File: src/rtl/load_store_sequencer_pkg.sv
// load_store_sequencer_pkg: shared definitions for the load/store sequencer.
//   - OP_* : opcode encodings presented on i_op by the main control unit.
//   - state_e : sequencer FSM states.
//   - merge_e : selects word / halfword / byte handling for merge and extract.
//   - helper functions classifying an opcode.
package load_store_sequencer_pkg;

  localparam logic [2:0] OP_LW = 3'd0;
  localparam logic [2:0] OP_LH = 3'd1;
  localparam logic [2:0] OP_LB = 3'd2;
  localparam logic [2:0] OP_SW = 3'd3;
  localparam logic [2:0] OP_SH = 3'd4;
  localparam logic [2:0] OP_SB = 3'd5;

  typedef enum logic [2:0] {
    StIdle,
    StRead,
    StWait,
    StWrite,
    StFinish
  } state_e;

  typedef enum logic [1:0] {
    MRG_WORD,
    MRG_HALF,
    MRG_BYTE
  } merge_e;

  function automatic merge_e op_to_merge(input logic [2:0] op);
    case (op)
      OP_LH, OP_SH: return MRG_HALF;
      OP_LB, OP_SB: return MRG_BYTE;
      default:      return MRG_WORD;
    endcase
  endfunction

  function automatic logic op_is_load(input logic [2:0] op);
    return (op == OP_LW) || (op == OP_LH) || (op == OP_LB);
  endfunction

  function automatic logic op_is_illegal(input logic [2:0] op);
    return op > OP_SB;
  endfunction

endpackage

File: src/rtl/load_store_sequencer_store_merge.sv
// load_store_sequencer_store_merge: combinational data path for sub-word accesses.
//   i_mdr    : memory data register (old memory word for read-modify-write)
//   i_b      : store source register
//   i_rdata  : word being captured from memory, source for the load result
//   i_sel    : word / half / byte select
//   o_wdata  : word to write back (upper bits from i_mdr, low bits from i_b)
//   o_load   : zero-extended load result taken from the low bits of i_rdata
module load_store_sequencer_store_merge
  import load_store_sequencer_pkg::*;
(
  input  logic [31:0] i_mdr,
  input  logic [31:0] i_b,
  input  logic [31:0] i_rdata,
  input  merge_e      i_sel,
  output logic [31:0] o_wdata,
  output logic [31:0] o_load
);

  always_comb begin
    o_wdata = i_b;
    o_load  = i_rdata;
    case (i_sel)
      MRG_HALF: begin
        o_wdata = {i_mdr[31:16], i_b[15:0]};
        o_load  = {16'b0, i_rdata[15:0]};
      end
      MRG_BYTE: begin
        o_wdata = {i_mdr[31:8], i_b[7:0]};
        o_load  = {24'b0, i_rdata[7:0]};
      end
      default: begin
        o_wdata = i_b;
        o_load  = i_rdata;
      end
    endcase
  end

endmodule

File: src/rtl/load_store_sequencer.sv
// load_store_sequencer: multicycle controller sequencing LW/LH/LB/SW/SH/SB.
//   i_clk, i_reset        : clock, synchronous active-high reset
//   i_start, i_op         : request from the control unit (sampled only when idle)
//   i_addr, i_b_data      : effective address and store source
//   o_mem_addr, o_mem_wr  : memory address and write strobe
//   o_mem_wdata           : memory write data (zero unless writing)
//   i_mem_rdata           : memory read data, valid MEM_LAT cycles after the read
//   o_load_data           : registered zero-extended load result
//   o_reg_write           : pulse telling the register file to take o_load_data
//   o_busy, o_done, o_err : status; o_err accompanies o_done for illegal ops
module load_store_sequencer
  import load_store_sequencer_pkg::*;
#(
  parameter int unsigned MEM_LAT = 1,
  parameter int unsigned ADDR_W  = 32
) (
  input  logic              i_clk,
  input  logic              i_reset,
  input  logic              i_start,
  input  logic [2:0]        i_op,
  input  logic [ADDR_W-1:0] i_addr,
  input  logic [31:0]       i_b_data,
  output logic [ADDR_W-1:0] o_mem_addr,
  output logic              o_mem_wr,
  output logic [31:0]       o_mem_wdata,
  input  logic [31:0]       i_mem_rdata,
  output logic [31:0]       o_load_data,
  output logic              o_reg_write,
  output logic              o_busy,
  output logic              o_done,
  output logic              o_err
);

  localparam logic [2:0] LastCnt = 3'(MEM_LAT - 1);

  state_e            r_state, w_state_d;
  logic [2:0]        r_op;
  logic [ADDR_W-1:0] r_addr;
  logic [31:0]       r_b;
  logic [31:0]       r_mdr;
  logic [31:0]       r_load_data;
  logic [2:0]        r_cnt;
  logic              r_err;

  merge_e      w_sel;
  logic [31:0] w_wdata;
  logic [31:0] w_load;
  logic        w_last_wait;

  assign w_sel       = op_to_merge(r_op);
  assign w_last_wait = (r_state == StWait) && (r_cnt == LastCnt);

  load_store_sequencer_store_merge u_store_merge (
    .i_mdr   (r_mdr),
    .i_b     (r_b),
    .i_rdata (i_mem_rdata),
    .i_sel   (w_sel),
    .o_wdata (w_wdata),
    .o_load  (w_load)
  );

  always_comb begin
    w_state_d = r_state;
    case (r_state)
      StIdle: begin
        if (i_start) begin
          if (op_is_illegal(i_op)) begin
            w_state_d = StFinish;
          end else if (i_op == OP_SW) begin
            w_state_d = StWrite;
          end else begin
            w_state_d = StRead;
          end
        end
      end
      StRead:   w_state_d = StWait;
      StWait: begin
        if (r_cnt == LastCnt) begin
          w_state_d = op_is_load(r_op) ? StFinish : StWrite;
        end
      end
      StWrite:  w_state_d = StFinish;
      StFinish: w_state_d = StIdle;
      default:  w_state_d = StIdle;
    endcase
  end

  always_comb begin
    o_mem_addr  = r_addr;
    o_busy      = (r_state != StIdle);
    o_mem_wr    = (r_state == StWrite);
    o_mem_wdata = (r_state == StWrite) ? w_wdata : 32'b0;
    o_done      = (r_state == StFinish);
    o_err       = (r_state == StFinish) && r_err;
    o_reg_write = (r_state == StFinish) && op_is_load(r_op);
    o_load_data = r_load_data;
  end

  always_ff @(posedge i_clk) begin
    if (i_reset) begin
      r_state     <= StIdle;
      r_op        <= 3'b0;
      r_addr      <= '0;
      r_b         <= 32'b0;
      r_mdr       <= 32'b0;
      r_load_data <= 32'b0;
      r_cnt       <= 3'b0;
      r_err       <= 1'b0;
    end else begin
      r_state <= w_state_d;
      if ((r_state == StIdle) && i_start) begin
        r_op   <= i_op;
        r_addr <= i_addr;
        r_b    <= i_b_data;
        r_err  <= op_is_illegal(i_op);
      end
      if (r_state == StRead) begin
        r_cnt <= 3'b0;
      end else if (r_state == StWait) begin
        r_cnt <= r_cnt + 3'd1;
      end
      // The load result is registered at the same edge that fills the MDR so it
      // is already valid in the FINISH cycle.
      if (w_last_wait) begin
        r_mdr <= i_mem_rdata;
        if (op_is_load(r_op)) begin
          r_load_data <= w_load;
        end
      end
    end
  end

endmodule

File: config.mk
export PLATFORM = sky130hd
export DESIGN_NAME = load_store_sequencer
export DESIGN_NICKNAME = d
export VERILOG_FILES = /design/src/rtl/load_store_sequencer_pkg.sv /design/src/rtl/load_store_sequencer_store_merge.sv /design/src/rtl/load_store_sequencer.sv
export SDC_FILE = /design/constraint.sdc
export NUM_CORES = 1
export LEC_CHECK = 0
export CORE_MARGIN = 2
export CORE_UTILIZATION = 33
export CTS_CLUSTER_DIAMETER = 60
export DETAILED_ROUTE_END_ITERATION = 6
export PLACE_DENSITY = 0.57
export RECOVER_POWER = 100
export SYNTH_ARGS = -nofsm -noshare
export SYNTH_HDL_FRONTEND = slang
export SYNTH_HIERARCHICAL = 1
export SYNTH_SLANG_ARGS = --single-unit
export TNS_END_PERCENT = 100
File: constraint.sdc
create_clock -name i_clk -period 3.2 [get_ports i_clk]
set_input_delay 0.64 -clock i_clk [delete_from_list [all_inputs] [get_ports i_clk]]
set_output_delay 0.64 -clock i_clk [all_outputs]
set_load 0.05 [all_outputs]
# After elaboration in Yosys (flattened, before gate mapping)
# Cells that the tools add are included.
classes:
  n_addsub: 1
  magnitude_cmp: 1
  n_eq_ne: 13
  n_mux: 10
  reduce_logical: 15
ops:
  columns: ["op", "count"]
  rows:
  - ["32-bit case mux with 2 select lines", 2]
  - ["32-bit 2-to-1 mux", 1]
  - ["3-bit by 2-bit == test with 1-bit output, second input constant", 4]
  - ["3-bit 2-to-1 mux", 4]
  - ["3-bit case mux with 4 select lines", 1]
  - ["3-bit == test, second input constant", 3]
  - ["3-bit logical NOT", 3]
  - ["3-bit by 1-bit == test with 1-bit output, second input constant", 2]
  - ["2-bit OR reduction", 3]
  - ["1-bit logical AND", 4]
  - ["2-bit case mux with 2 select lines", 1]
  - ["2-bit AND reduction", 2]
  - ["3-bit by 1-bit adder with 3-bit output, second input constant", 1]
  - ["3-bit > comparator, second input constant", 1]
  - ["3-bit nonzero test", 1]
  - ["2-bit by 1-bit == test with 1-bit output, second input constant", 1]
  - ["2-bit == test, second input constant", 1]
  - ["1-bit logical OR", 2]
  - ["2-bit 2-to-1 mux", 1]
  - ["2-bit by 1-bit != test with 1-bit output, second input constant", 1]
  - ["2-bit != test, second input constant", 1]
totals:
  register_bits: 138
  inputBits: 102
  out_inout_bits: 101
  word_cells: 48

# Depth between registers and ports, before layout
logic_depth:
  ltp_word: 6
  depth_mapped: 11
  mapped_depth_nobuf: 8

# Hierarchy
# The synthesis kept the hierarchy.
by_module_without_submodules:
  columns: ["mod", "instances", "cells_per_inst", "area_each_um2", "seq_area_each_um2"]
  rows:
  - ["load_store_sequencer", 1, 695, 5592.9, 2762.6]
  - ["load_store_sequencer_store_merge", 1, 112, 663.1, 0.0]

# Worst setup path after synthesis
# No wires, ideal clock.
synth_path:
  path_kind: "register to output"
  from: "reg r_op[2]"
  to: "out o_mem_wdata[10]"
  t_arrival_ns: 2.054
  required_time_ns: 2.560
  slack_ns: 0.506
  path_stages_with_launch: 11
  path_buffers: 3
  path_cell_list: "dfxtp_1 -> clkbuf_1 -> xnor2_1 -> nor2_1 -> inv_1 -> ha_1 -> or2_1 -> buf_6 -> buf_6 -> a22o_1 -> and2_1"
synth_via:
  elab_chain_cells: 6
  word_cells_on_any_way: 11
  classes_between: "eq/ne (6); mux (3); reduce/logical (2)"
synth_lines:
  columns: ["item", "line", "text"]
  rows:
  - ["start, declared", "load_store_sequencer.sv:37", "logic [2:0] r_op;"]
  - ["start signal, assigned", "load_store_sequencer.sv:112", "r_op <= i_op;"]
  - ["3-bit by 2-bit == test with 1-bit output, or another cell as far along", "load_store_sequencer_pkg.sv:30", "case (op)"]
  - ["2-bit OR reduction", "load_store_sequencer_pkg.sv:30", null]
  - ["2-bit case mux with 2 select lines *", "load_store_sequencer_pkg.sv:30", null]
  - ["net w_sel[0]", "load_store_sequencer.sv:45", "merge_e w_sel;"]
  - ["2-bit == test or 2-bit by 1-bit == test with 1-bit output (tied branches)", "load_store_sequencer_store_merge.sv:22", "case (i_sel)"]
  - ["32-bit case mux with 2 select lines *", "load_store_sequencer_store_merge.sv:22", null]
  - ["net w_wdata[10]", "load_store_sequencer.sv:46", "logic [31:0] w_wdata;"]
  - ["32-bit 2-to-1 mux *", "load_store_sequencer.sv:92", "o_mem_wdata = (r_state == StWrite) ? w_wdata : 32'b0;"]
  - ["end, declared", "load_store_sequencer.sv:25", "output logic [31:0] o_mem_wdata,"]
# The timed path passes the listed nets; every way through them passes the cells marked *.

# Worst setup path in the final report
layout_path:
  from: "reg r_op[1]"
  to: "out o_mem_wdata[11]"
# Same word-level chain as after synthesis.

==> metrics.yaml <==
mostFrequentLayoutCells: "156 x sky130_fd_sc_hd__nand2_1, 129 x sky130_fd_sc_hd__a21oi_1, 128 x sky130_fd_sc_hd__dfxtp_1"
worst_path_dominant_cell_family: "simple AND/OR/NAND/NOR gates"
rrSetupSlack_ns: 0.37
finalPower_w: 0.004865
met3RoutedLength_um: 1505
grt_remaining_overflow: 0
setup_viol: 0
met1Wirelength_um: 8233
start_point_of_the_worst_min_delay_path: "r_b[7]"
min_period_over_period: 0.9449
cell_depth_of_the_worst_min_delay_path: 2
achievable-frequency_mhz: 330.7
ff_latch_area_mm2: 0.002605
die_x_um: 138.6
first_global_vias: 5510
violations: "capacitance limit, slew limit"
worstPathRequired_ns: 2.56
final.setup.tns_ns: 0
ant_nets: 0
critical_path_class: "reg -> out"
worst-endpoint-arrival_ns: 2.38
clock_tree.buffer_depth: 2
yosysWarningCount: 6
power_leakage_nw: 3.340
run_status: "complete, but fails checks"
slew_headroom: -0.1353
final_hold_viol_count: 0
cts_inserted_buffers: 17
largest_net_degree_at_the_start_of_global_routing: 70
worst-slew-pin-transition_ns: 1.703
count_of_tritonroute_iterations_in_the_first_routing_pass: 4
wl_um: 18520
crit_buf_inv: 2
portBuffers: 202
tritoncts: "done"
netlist_area_mm2: 0.005976
floorplan.initialDensity: 0.3349
drt-wirelength-per-cell_um: 16.05
detailedPlace.worstSlack_ns: 0.3046
topRoutingLayerUsed: "met4"
crit_chain: "nand2b_1, o22ai_2, inv_1, ha_2, or2_4, a22o_1, and2_1, buf_12"
num_antenna_cells: 0
global_route.usage.total: 0.1879
dr_total_vias: 5732
clock_sinks: 130
timing.reg2reg.worst_path_depth: 6
die-area_mm2: 0.01920
timing.rr.end: "r_mdr[25]"
route.detailed.drc: 0
layout_area_growth_over_synthesis_pct: 49.35
fillerInstances: 1762
post_synthesis_cell_count: 775
pwr_density_cell_mw_per_mm2: 545.1
core-area_mm2: 0.01784
antenna_found_initial: 0
clock-root-buffer: "sky130_fd_sc_hd__clkbuf_16"
hold_class: "reg -> reg"
cts.reportedPaths.clkPinSlew_ns: 0.06
grt_setup_unrepaired: "no"
met2WireLength_um: 8461
maxCapViolations: 1
syn_avg_cell_area_um2: 7.711
finalWorstPathRequiredPeriod_ns: 3.024
worst_skew_pair.late_latency_ns: 0.43
start_kind: "flip-flop"
setup_ws_ns: 0.1764
timing.final.max_slew_violations: 35
slowest_stage: "sky130_fd_sc_hd__dfxtp_1"
critical_path_peak_fanout: 17
drt_iter0_markers: 307
placement_rows: 49
crit-reg2reg-launch: "r_state[2]"
post_drt_via_cell_ratio: 4.967
pin_count: 203
slowest_delay_ns: 0.46
globalplace.congestion: 0.7268
layout_commonest_cell: "sky130_fd_sc_hd__nand2_1"
endpoint_type_of_the_worst_setup_path: "output pin"
finish.net_count: 1018
ratio_of_cells_with_drive_above_1_in_the_final_layout: 0.09730
net_count_after_synthesis: 881
multiInputGateArea_mm2: 0.002893
timing.clock.skew_ns: 0.01122
worst_ir_drop_vdd_mv: 0.3693
whs_endpoint: "r_b[7]"
first_pass_grt_wire_length_um: 29190
dp.final_hpwl_um: 12130
die-height_um: 138.6
cts.htree.levels: 4
per-layer routing:
| metal | global-route usage | vias to the layer above |
|---|---|---|
| met5 | 0 | - |
| met4 | 0.06874 | 0 |
| met3 | 0.06837 | 20 |
| met2 | 0.2944 | 156 |
| met1 | 0.2383 | 2630 |
| li1 | - | 2926 |
through the flow:
stage	cells	utilization	hold slack, ns	area, µm²
global route	1154	0.5002	0.4678	8925
floorplan	775	-	0.4319	5976
global placement	1122	0.4641	0.4377	8280
finish	1154	0.5002	0.4481	8925
CTS	1154	0.5002	0.4522	8925
detailed placement	1122	0.4641	0.4437	8280
what timing repair did:
| action | 4_1_cts | 5_1_grt |
|---|---|---|
| setup buffers | 0 | 0 |
| hold buffers | 0 | 0 |
| resized for setup | 4 | 7 |
| endpoints found under the hold margin | 0 | 0 |
| endpoints found under the setup margin | 19 | 19 |
| pin swaps | 0 | 0 |
area by class of cell:
cell class	instances	area share
inverters	5	0.002103
clock buffers	17	0.04767
clock inverters	15	0.02327
repair buffers	217	0.2788
well taps	229	0.03210
flip-flops and latches	130	0.2919
multi-input cells	541	0.3241
worst register-to-register path: stages (launching register included):
cell and delay [ns]:
sky130_fd_sc_hd__dfxtp_1 0.51, sky130_fd_sc_hd__clkbuf_1 0.36, sky130_fd_sc_hd__nand4bb_1 0.56, sky130_fd_sc_hd__clkbuf_2 0.57, sky130_fd_sc_hd__clkbuf_2 0.44, sky130_fd_sc_hd__o21ai_0 0.13
sky130_fd_sc_hd__a21oi_1 0.18
registers in the layout (all words and copies together), names as in the netlist:
| signal | count |
|---|---|
| r_op | 3 |
| r_err | 1 |
| r_b | 32 |
| o_mem_addr | 32 |
| r_state | 3 |
| o_load_data | 32 |
| r_mdr | 24 |
| r_cnt | 3 |
power by group:
part           switching, W  internal, W  total, W
Combinational      0.000614     0.000368  0.000983
Sequential        0.0000651      0.00172   0.00179
Clock              0.000782      0.00131   0.00209
how the worst max path moves through the flow:
stage | from | endpoint | cells past startpoint
after floorplan | r_op[2] | o_mem_wdata[10] | 10
after detailed placement | r_op[2] | o_mem_wdata[11] | 8
final | r_op[1] | o_mem_wdata[11] | 8
after global routing | r_state[0] | o_mem_wdata[2] | 5
after global placement | r_op[2] | o_mem_wdata[14] | 8
after CTS | r_op[2] | o_mem_wdata[11] | 8
No activity file was read; power rests on OpenSTA's default activity.
